[src/rtl/uart_rx_stream.sv]
// 8N1 UART receiver delivering host command bytes on a valid/ready stream.
// Includes a 2-FF synchroniser, false-start rejection, stop-bit check and overrun flag.
module uart_rx_stream #(
    parameter int DELAY_FRAMES = 234
) (
    input  logic       clk,
    input  logic       rst,
    input  logic       uart_rx,
    output logic [7:0] rx_data,
    output logic       rx_valid,
    input  logic       rx_ready,
    output logic       frame_err,
    output logic       overrun
);

    localparam int HALF_DELAY = DELAY_FRAMES / 2;
    localparam int CW = $clog2(DELAY_FRAMES);
    localparam logic [CW-1:0] CNT_LAST = CW'(DELAY_FRAMES - 1);
    localparam logic [CW-1:0] CNT_MID = CW'(HALF_DELAY - 1);

    typedef enum logic [2:0] {
        S_IDLE,
        S_START,
        S_DATA,
        S_STOP,
        S_BREAK
    } state_e;

    state_e        state_q, state_d;
    logic          sync1_q, sync2_q;
    logic [CW-1:0] cnt_q, cnt_d;
    logic [2:0]    bit_q, bit_d;
    logic [7:0]    shift_q, shift_d;
    logic [7:0]    data_q, data_d;
    logic          valid_q, valid_d;
    logic          ferr_q, ferr_d;
    logic          ovr_q, ovr_d;
    logic          rx_s;
    logic          done;

    assign rx_s = sync2_q;

    always_ff @(posedge clk) begin
        if (rst) begin
            sync1_q <= 1'b1;
            sync2_q <= 1'b1;
            state_q <= S_IDLE;
            cnt_q   <= '0;
            bit_q   <= '0;
            shift_q <= '0;
            data_q  <= '0;
            valid_q <= 1'b0;
            ferr_q  <= 1'b0;
            ovr_q   <= 1'b0;
        end else begin
            sync1_q <= uart_rx;
            sync2_q <= sync1_q;
            state_q <= state_d;
            cnt_q   <= cnt_d;
            bit_q   <= bit_d;
            shift_q <= shift_d;
            data_q  <= data_d;
            valid_q <= valid_d;
            ferr_q  <= ferr_d;
            ovr_q   <= ovr_d;
        end
    end

    always_comb begin
        state_d = state_q;
        cnt_d   = cnt_q;
        bit_d   = bit_q;
        shift_d = shift_q;
        data_d  = data_q;
        valid_d = valid_q;
        ferr_d  = 1'b0;
        ovr_d   = 1'b0;
        done    = 1'b0;

        if (valid_q && rx_ready) begin
            valid_d = 1'b0;
        end

        unique case (state_q)
            S_IDLE: begin
                cnt_d = '0;
                if (!rx_s) begin
                    state_d = S_START;
                end
            end
            S_START: begin
                if (cnt_q == CNT_MID) begin
                    cnt_d = '0;
                    bit_d = '0;
                    state_d = rx_s ? S_IDLE : S_DATA;
                end else begin
                    cnt_d = cnt_q + 1'b1;
                end
            end
            S_DATA: begin
                if (cnt_q == CNT_LAST) begin
                    cnt_d   = '0;
                    shift_d = {rx_s, shift_q[7:1]};
                    bit_d   = bit_q + 3'd1;
                    if (bit_q == 3'd7) begin
                        state_d = S_STOP;
                    end
                end else begin
                    cnt_d = cnt_q + 1'b1;
                end
            end
            S_STOP: begin
                if (cnt_q == CNT_LAST) begin
                    cnt_d = '0;
                    if (rx_s) begin
                        done    = 1'b1;
                        state_d = S_IDLE;
                    end else begin
                        ferr_d  = 1'b1;
                        state_d = S_BREAK;
                    end
                end else begin
                    cnt_d = cnt_q + 1'b1;
                end
            end
            S_BREAK: begin
                cnt_d = '0;
                if (rx_s) begin
                    state_d = S_IDLE;
                end
            end
            default: begin
                state_d = S_IDLE;
                cnt_d   = '0;
            end
        endcase

        // A same-cycle consume frees the holding register for the new byte
        if (done) begin
            if (!valid_q || rx_ready) begin
                data_d  = shift_q;
                valid_d = 1'b1;
            end else begin
                ovr_d = 1'b1;
            end
        end
    end

    assign rx_data   = data_q;
    assign rx_valid  = valid_q;
    assign frame_err = ferr_q;
    assign overrun   = ovr_q;

endmodule

[config.mk]
export PLATFORM = sky130hd
export DESIGN_NAME = uart_rx_stream
export DESIGN_NICKNAME = d
export VERILOG_FILES = /design/src/rtl/uart_rx_stream.sv
export SDC_FILE = /design/constraint.sdc
export NUM_CORES = 1
export LEC_CHECK = 0
export ABC_CLOCK_PERIOD_IN_PS = 1850
export CAP_MARGIN = 5
export CORE_UTILIZATION = 37
export DETAILED_ROUTE_END_ITERATION = 16
export PLACE_DENSITY = 0.6
export SYNTH_ARGS = -nofsm -noshare
export SYNTH_HDL_FRONTEND = slang
export SYNTH_SLANG_ARGS = --single-unit
[constraint.sdc]
create_clock -name clk -period 1.85 [get_ports clk]
set_clock_uncertainty 0.2 [all_clocks]
set_input_delay 0.37 -clock clk [delete_from_list [all_inputs] [get_ports clk]]
set_output_delay 0.37 -clock clk [all_outputs]
set_load 0.05 [all_outputs]
==> summary.txt <==
status -> completed
Post-CTS Hold Buffers -> 0
synthesized area per cell -> 9.55 sq um
reg-to-reg slack, setup -> 0.04 ns
DR pass1 iterations -> 4
wire length per cell -> 12.3 microns
effective utilization at floorplan -> 38.7%
largest net degree at the start of global routing -> 26
Post-synth EDFFs -> 0
Clock Root Buffer -> clkbuf_8
HP Class -> reg2reg
clk_lat worst skew -> 0.29 ns
required time of the worst setup path -> 1.83 ns
H-tree levels -> 2
first-pass GRT wire length -> 4.84 mm
vias in the first global route -> 1096
slowest CP cell -> and4b_2
startpoint types -> register
GRT Total Usage -> 14.7%
Cells on Worst Hold Path -> 1
initial antenna violation count -> 0
Syn Inst Count -> 162
chip height -> 66.7 microns
Setup CP Type -> reg2reg
CP Buf/Inv Count -> 2
Multi-input gate area -> 838 sq um
post-synth top area share -> 45.3%
asr flop ratio synth -> 0%
reg2reg start -> cnt_q[1]
P per Cell Area -> 689 nW/um^2
share of cells above drive strength 1 -> 25.9%
Worst-path clk slew -> 0.07 ns
CTS buffer count -> 5
Antenna Nets Post-Route -> 0
largest stage delay on the critical path -> 0.37 ns
Synthesis Warnings -> 0
drt total wl -> 2.99 mm
Critical Path End Type -> register
hold endpoint -> rx_s
number of port buffers -> 14
final core occ -> 49.1%
Layout area overhead -> 26.9%
Worst Reg2Reg Path Length in Cells -> 7
CTS tree -> done
Synth Net Count -> 171
Final min period -> 1.81 ns
Final GP Congestion -> 0.743
Largest delay share family, worst path -> simple AND/OR/NAND/NOR gates
post-synth cell types -> 36
drt drc -> 0
register area share after synthesis -> 45.3%
filler instances -> 380
Max Cap Viol -> 0
HPWL Detailed -> 2.13 mm
Slew @ Worst Pin -> 0.355 ns
worst hold start -> sync1_q
endpoints failing hold -> 0
area of the die -> 4440 sq um
FP Rows -> 23
CP max FO -> 4
register area -> 703 sq um
RSZ-0062 raised after global routing -> yes
total number of vias -> 1175
Cell Chain, Critical Path -> inv_2, ha_4, nor3b_4, and4b_2, clkbuf_16, mux2i_1, nor2_1
setup TNS -> 0 ns
routed vias/inst -> 4.84
Sink Count -> 35
most used flip-flop cell after synthesis -> dfxtp_1
Die X -> 66.7 microns
Boundary Pins -> 15
top post-synthesis cells by area -> dfxtp_1, mux2i_1, nor2_1
#FFs+latches synth -> 35
reg2reg end -> shift_q[3]
final max-slew violation count -> 0
grt ovf -> 0
Core ar. -> 4000 sq um
dominant cell type by area after synthesis -> dfxtp_1
static leakage -> 0.707 nW
fmax -> 0.551 GHz
Post-synth top cells -> dfxtp_1, nor2_1, mux2i_1
drt first-iter violations -> 54
# diodes -> 0
Min Hold Slack -> 0.213 ns
count leader, synth -> dfxtp_1
Tcrit/Tclk final -> 98.0%
Peak VDD IR -> 534 uV
setup violators final -> 0
Nets -> 201
WP data arrival -> 1.80 ns
synthesized cell area -> 1550 sq um
worst rel slew slack -> 76.4%
CTS max path bufs -> 2
-- how the worst max path moves through the flow --
stage,start,to,slack [ns],cells after the start
after floorplan,cnt_q[0],bit_q[0],0.12,6
after global placement,rst,bit_q[0],-0.07,4
after detailed placement,rst,bit_q[2],-0.13,5
after CTS,cnt_q[1],bit_q[2],0.02,6
after global routing,cnt_q[1],bit_q[0],-0.07,7
final,cnt_q[1],shift_q[3],0.04,7
-- where the power goes --
part	leakage, nW	total, mW	switching [mW]	internal, mW
combinational	0.382	0.0482	0.0246	0.0236
clock	0.0412	0.543	0.280	0.263
sequential	0.283	0.762	0.00458	0.757
-- area by class of cell --
cell class,instances,area share [%]
inverters,5,0.956
flip-flops and latches,35,35.8
well taps,50,3.19
clock inverters,2,0.637
multi-input cells,116,42.7
repair buffers,29,13.0
clock buffers,6,3.70
-- registers in the layout, summed over array words and instances (netlist names) --
name       count
rx_data        8
frame_err      1
overrun        1
rx_valid       1
cnt_q          8
state_q        3
shift_q        8
bit_q          3
sync1_q        1
rx_s           1
-- layout by cell type (no fill, tap or decap), types with 2 or more instances in the layout --
cell type and n:
dfxtp_1 33, nor2_1 24, buf_4 24, mux2i_1 18, nand2_1 15, nand2b_1 12
nand3_1 6, nor3_1 5, clkbuf_8 5, inv_1 4, xnor2_1 4, ha_1 4
a21oi_1 3, clkdlybuf4s50_1 3, nor2b_1 2, nor3b_4 2, xor2_1 2, or2_2 2
dfxtp_2 2
-- cells by family (layout without fill, tap and decap cells) --
group | count (synthesis) | count (layout) | share of synthesized area [%]
adders and majority gates | 5 | 5 | 4.05
buffers and inverters | 11 | 42 | 3.48
and+or+nand+nor | 75 | 75 | 25.8
xor gates and xnor gates | 6 | 6 | 3.40
muxes | 19 | 19 | 12.4
DFF | 35 | 35 | 45.3
AOI/OAI and AO/OA | 11 | 11 | 5.58
-- repair_timing --
| action | in CTS | in global routing |
|---|---|---|
| setup endpoints to repair | 0 | 19 |
| setup buffers | 0 | 1 |
| gates resized for setup | 0 | 10 |
-- per-stage QoR --
stage / setup slack [ns] / area, sq um / power, mW / instances
floorplan: 0.122 / 1550 / 0.805 / 162
finish: 0.0361 / 1960 / 1.35 / 243
global placement: -0.0694 / 1800 / 0.823 / 233
global route: -0.0650 / 1960 / 1.39 / 243
CTS: 0.0215 / 1880 / 1.36 / 241
detailed placement: -0.126 / 1800 / 0.824 / 233
-- routing by layer --
metal	track usage (%)	up-vias	share of wire, %
met5	0	-	0
met4	5.59	0	1.3
met3	4.62	4	3.1
met2	23.7	14	46
met1	18.0	549	49
li1	-	608	-
Note: power is estimated with default switching activity, not from simulation.
